### src/rtl/pwm_multi_ch.sv
// pwm_multi_ch
//   Multi-channel PWM generator. All NCH channels share one period counter;
//   each channel compares the counter against its own duty value. Supports
//   edge-aligned (sawtooth) and center-aligned (triangle) counting and
//   per-channel output inversion. Configuration is double-buffered so a
//   running waveform never sees a partial period.
//
// Ports
//   clk          system clock, all logic on posedge
//   rst          synchronous reset, active-high
//   en           run enable; low clears the counter and idles the outputs
//   cfg_wr       1-cycle write strobe for period_in/duty_in/center_in/inv_in
//   period_in    period value P (CW bits)
//   duty_in      packed duties, D[i] = duty_in[i*CW +: CW]
//   center_in    0 = edge-aligned, 1 = center-aligned
//   inv_in       per-channel output inversion
//   wave         registered PWM outputs (lag cnt by one cycle)
//   cycle_start  registered pulse marking the start of a period
//   cfg_pending  a captured config is waiting for a period boundary
//
// Config write semantics: cfg_wr is a strobe with no back-pressure. Every
// asserted cycle is accepted. While running and away from a boundary the
// values go into the pending set (last write wins). In a boundary cycle, or
// while en=0, they go straight into the active set.
module pwm_multi_ch #(
    parameter int NCH   = 4,
    parameter int CW    = 16,
    parameter int P_DEF = 999
) (
    input  logic              clk,
    input  logic              rst,
    input  logic              en,
    input  logic              cfg_wr,
    input  logic [CW-1:0]     period_in,
    input  logic [NCH*CW-1:0] duty_in,
    input  logic              center_in,
    input  logic [NCH-1:0]    inv_in,
    output logic [NCH-1:0]    wave,
    output logic              cycle_start,
    output logic              cfg_pending
);

    localparam logic [CW-1:0] P_RST = CW'(P_DEF);

    // Active configuration
    logic [CW-1:0]     act_p;
    logic [NCH*CW-1:0] act_d;
    logic              act_c;
    logic [NCH-1:0]    act_inv;

    // Pending configuration
    logic [CW-1:0]     pnd_p;
    logic [NCH*CW-1:0] pnd_d;
    logic              pnd_c;
    logic [NCH-1:0]    pnd_inv;

    logic [CW-1:0]     cnt;
    logic              dir_down;
    logic              en_q;      // en in the previous cycle, detects 0->1

    logic              center_run;
    logic              boundary;
    logic [CW-1:0]     cnt_nxt;
    logic              dir_nxt;
    logic [NCH-1:0]    raw;

    // Center mode with P==0 degenerates to edge mode with P==0.
    assign center_run = act_c && (act_p != '0);
    assign boundary   = center_run ? (dir_down && (cnt == '0)) : (cnt == act_p);

    // Counter advance away from a boundary. In center mode the top endpoint
    // P-1 is held for two cycles by flipping dir without moving cnt; the
    // bottom endpoint is held by the boundary reset to 0/up.
    always_comb begin
        cnt_nxt = cnt;
        dir_nxt = dir_down;
        if (center_run) begin
            if (!dir_down) begin
                if (cnt == act_p - 1'b1) begin
                    dir_nxt = 1'b1;
                end else begin
                    cnt_nxt = cnt + 1'b1;
                end
            end else begin
                cnt_nxt = cnt - 1'b1;
            end
        end else begin
            cnt_nxt = cnt + 1'b1;
        end
    end

    always_comb begin
        raw = '0;
        for (int i = 0; i < NCH; i++) begin
            raw[i] = (cnt < act_d[i*CW +: CW]);
        end
    end

    always_ff @(posedge clk) begin
        if (rst) begin
            cnt         <= '0;
            dir_down    <= 1'b0;
            en_q        <= 1'b0;
            act_p       <= P_RST;
            act_d       <= '0;
            act_c       <= 1'b0;
            act_inv     <= '0;
            pnd_p       <= '0;
            pnd_d       <= '0;
            pnd_c       <= 1'b0;
            pnd_inv     <= '0;
            cfg_pending <= 1'b0;
            wave        <= '0;
            cycle_start <= 1'b0;
        end else if (!en) begin
            cnt         <= '0;
            dir_down    <= 1'b0;
            en_q        <= 1'b0;
            cycle_start <= 1'b0;
            wave        <= act_inv;
            cfg_pending <= 1'b0;
            if (cfg_wr) begin
                act_p   <= period_in;
                act_d   <= duty_in;
                act_c   <= center_in;
                act_inv <= inv_in;
            end else if (cfg_pending) begin
                act_p   <= pnd_p;
                act_d   <= pnd_d;
                act_c   <= pnd_c;
                act_inv <= pnd_inv;
            end
        end else begin
            en_q        <= 1'b1;
            wave        <= raw ^ act_inv;
            // The first enabled cycle counts as a period start.
            cycle_start <= boundary || !en_q;
            if (boundary) begin
                cnt         <= '0;
                dir_down    <= 1'b0;
                cfg_pending <= 1'b0;
                if (cfg_wr) begin
                    act_p   <= period_in;
                    act_d   <= duty_in;
                    act_c   <= center_in;
                    act_inv <= inv_in;
                end else if (cfg_pending) begin
                    act_p   <= pnd_p;
                    act_d   <= pnd_d;
                    act_c   <= pnd_c;
                    act_inv <= pnd_inv;
                end
            end else begin
                cnt      <= cnt_nxt;
                dir_down <= dir_nxt;
                if (cfg_wr) begin
                    pnd_p       <= period_in;
                    pnd_d       <= duty_in;
                    pnd_c       <= center_in;
                    pnd_inv     <= inv_in;
                    cfg_pending <= 1'b1;
                end
            end
        end
    end

endmodule

### config.mk
export PLATFORM = sky130hd
export DESIGN_NAME = pwm_multi_ch
export DESIGN_NICKNAME = d
export VERILOG_FILES = /design/src/rtl/pwm_multi_ch.sv
export SDC_FILE = /design/constraint.sdc
export NUM_CORES = 1
export LEC_CHECK = 0
export ABC_AREA = 1
export ABC_CLOCK_PERIOD_IN_PS = 2000
export BUFFER_PORTS_ARGS = -buffer_cell sky130_fd_sc_hd__buf_2
export CAP_MARGIN = 0
export CORE_ASPECT_RATIO = 0.7
export CORE_MARGIN = 8
export CORE_UTILIZATION = 55
export DETAILED_ROUTE_END_ITERATION = 7
export PLACE_DENSITY = 0.88
export SETUP_SLACK_MARGIN = 0.1
export SLEW_MARGIN = 20
export SYNTH_ARGS = -nofsm -noshare
export SYNTH_HDL_FRONTEND = slang
export SYNTH_SLANG_ARGS = --single-unit
### constraint.sdc
create_clock -name clk -period 2 [get_ports clk]
set_input_delay 0.4 -clock clk [delete_from_list [all_inputs] [get_ports clk]]
set_output_delay 0.4 -clock clk [all_outputs]
set_load 0.01 [all_outputs]
==> flow_summary_export.csv <==
group,metric,value,unit
die,std_cell_rows,43,
place,port_buffers,94,
grt,grt_pass1_vias,11272,
grt,grt_use_met2,44.18,%
cts,cts_num_sinks,194,
setup_path,crit_required,2.39,ns
final_layout,final_cell_mix,"nand2_1, nor2_1, inv_1",
routing,wirelength,42740,um
cts,numCtsBuffers,17,
timing,rsz0062_at_grt,"true",
setup_path,crit_fanout,8,
setup_path,max_stage_delay,0.39,ns
power,ir_drop,0.0005608,V
synthesis,synth_warnings,0,
routing,dr.first_iter.drc_count,1637,
grt,grt-ovfl-total,0,
setup_path,worst_ep_arrival_time,2.53,ns
die,die_y,135.7,um
cts,htreeDepth,4,
timing,report.final.slew_viol_count,0,
synthesis,synthTopCellsByArea,"dfxtp_1, nand2_1, nor2_1, inv_1, ha_1",
synthesis,synth_top_area_share,34.51,%
final_layout,fin_nets,2104,
setup_path,crit_slowest_cell,"dfxtp_4",
timing,slew_headroom,60.37,%
grt,met3_usage,6.070,%
setup_path,startpoint_type,"flop",
synthesis,avgSynthCellArea,6.358,um2
timing,tns,-6.608,ns
final_layout,drive_gt1_share,31.42,%
timing,worst_pin_slew,0.5882,ns
die,pin_count,95,
timing,hold_viol_final,0,
routing,wl_per_cell,19.13,um
cts,insertion_delay,0.46,ns
timing,finalCritPeriodShare,106.9,%
routing,via_per_inst,5.786,
run,maxCapViolCount,0,
setup_path,cp-end-kind,"flop",
grt,grt-busiest-layer,"met2",
cts,ctsHoldBuffers,0,
die,die_area,25370,um2
die,die_w,187.0,um
cts,cts_buffer_depth,2,
power,leakage,0.007630,uW
timing,fin_ws,-0.1378,ns
routing,antenna_left,0,
final_layout,diodes,0,
final_layout,area_delta_synth_final,38.39,%
cts,tritoncts,"yes",
routing,via_count,12927,
synthesis,syn_inst,1770,
cts,clockRootBuffer,"clkbuf_16",
status,status,"complete, but fails checks",
grt,met1_usage,34.41,%
die,start_util,56.38,%
timing,max_freq,467.8,MHz
grt,antenna_found_initial,0,
timing,finalCriticalPeriod,2.138,ns
hold_path,hold_path.class,"in2reg",
timing,finalClockSkew,0.01662,ns
cts,clk_pin_slew,0.09,ns
routing,drc,1,
power,p_per_area,656.1,nW/um2
synthesis,yosys.area.top_type,"dfxtp_1",
status,violations,"design-rule violations, negative setup slack",
synthesis,synth_cell_type_count,37,
final_layout,final_common_cell,"nand2_1",
place,dp.final_hpwl,23040,um
place,place_ws,-0.1092,ns
routing,first_pass_iters,8,
synthesis,synth_seq_area_share,34.51,%
grt,track_usage,26.94,%
synthesis,syn_area,11250,um2
synthesis,synth-seq-cells,194,
timing,report.final.setup_viol,137,
synthesis,syn-num-nets,1923,
die,core_area,19960,um2
setup_path,critPathKind,"reg2reg",
place,globalplace.congestion,0.9770,
grt,grt_pass1_wl,55860,um
setup_path,cp_cell_sequence,"xor2_2 -> nor2_2 -> nand3_1 -> nor2_2 -> nand3_4 -> buf_6 -> nand3_4 -> nand2_8 -> buf_16 -> buf_16 -> nand2_1 -> nand2_1 -> nor2_1",
grt,grt_max_degree,76,
-- cell families after synthesis --
group / share of synthesized area, %
buf+inv: 11.80
flops: 34.51
xor+xnor: 2.023
compound gates: 11.24
fa+ha+maj: 7.115
simple gates: 33.32
-- critical path, delay by kind of cell, from the launching register on --
kind / cells / cell delay, ns
xor gates and xnor gates: 1 / 0.20
buffers and inverters: 3 / 0.48
DFF: 1 / 0.39
and+or+nand+nor: 9 / 0.99
-- where the power goes --
group	total [uW]	internal [uW]	switching, uW	leakage (uW)
combinational	2390	979	1410	0.00574
sequential	4250	4120	133	0.00161
clock	3580	1780	1790	0.000285
-- timing repair --
action / CTS / global route
resized for setup: 150 / 323
endpoints found under the setup margin: 187 / 192
pin swaps: 21 / 78
endpoints found under the hold margin: 0 / 0
buffers inserted: 16 / 10
gates cloned: 13 / 21
-- sequential cells by signal, summed over array words and instances, names as in the netlist --
| name | cells |
|---|---|
| act_c | 1 |
| act_d | 64 |
| act_inv | 4 |
| act_p | 16 |
| cfg_pending | 1 |
| cnt | 16 |
| cycle_start | 1 |
| dir_down | 1 |
| en_q | 1 |
| pnd_c | 1 |
| pnd_d | 64 |
| pnd_inv | 4 |
| pnd_p | 16 |
| wave | 4 |
-- metrics by stage --
stage	total power, uW	cells	hold WS (ns)	util [%]	cell area [um2]
after floorplan	5346	1770	0.4480	-	11270
after global placement	5791	2144	0.4719	62.46	12470
after detailed placement	5859	2144	0.4737	62.46	12470
after CTS	9583	2205	0.1856	70.17	14010
after global routing	10540	2234	0.1929	78.03	15570
final	10220	2234	0.1903	78.03	15570
-- area by class of cell --
class	count	area (um2)
repair buffers	247	2600
repair inverters	1	7.507
clock buffers	17	425.4
inverters	221	845.8
clock inverters	15	170.2
flip-flops and latches	194	3934
multi-input cells	1269	7254
well taps	270	337.8
fillers	1188	4385
-- metal layers --
| metal | share of wire (%) | wire length [um] |
|---|---|---|
| met4 | 5.7 | 2448 |
| met3 | 12 | 4972 |
| met5 | 0 | 0 |
| met1 | 38 | 16090 |
| met2 | 45 | 19230 |
-- synthesized netlist by cell type (all sizes together) --
cell    instances
xnor2           8
nand2         522
a21o            2
o211ai          2
xor2           18
nand3          43
a21oi          34
nor2          332
dfxtp         194
o31ai           2
o21bai          1
nor3           16
and3            1
inv           221
nand4          18
a31oi           1
ha             64
clkbuf         44
o21ai         198
nand3b          1
a21boi          1
a211oi          3
o21a            2
buf            42
-- worst paths after layout --
path                                  start           to  slack, ns  cells past startpoint
worst max-delay path               act_p[2]    act_d[55]      -0.14                     13
worst min-delay path             duty_in[0]     pnd_d[0]       0.19                      3
worst max register to register     act_p[2]    act_d[55]      -0.14                     13
worst min register to register  cfg_pending  cfg_pending       0.50                      2
Power figures use the tool's default switching activity.
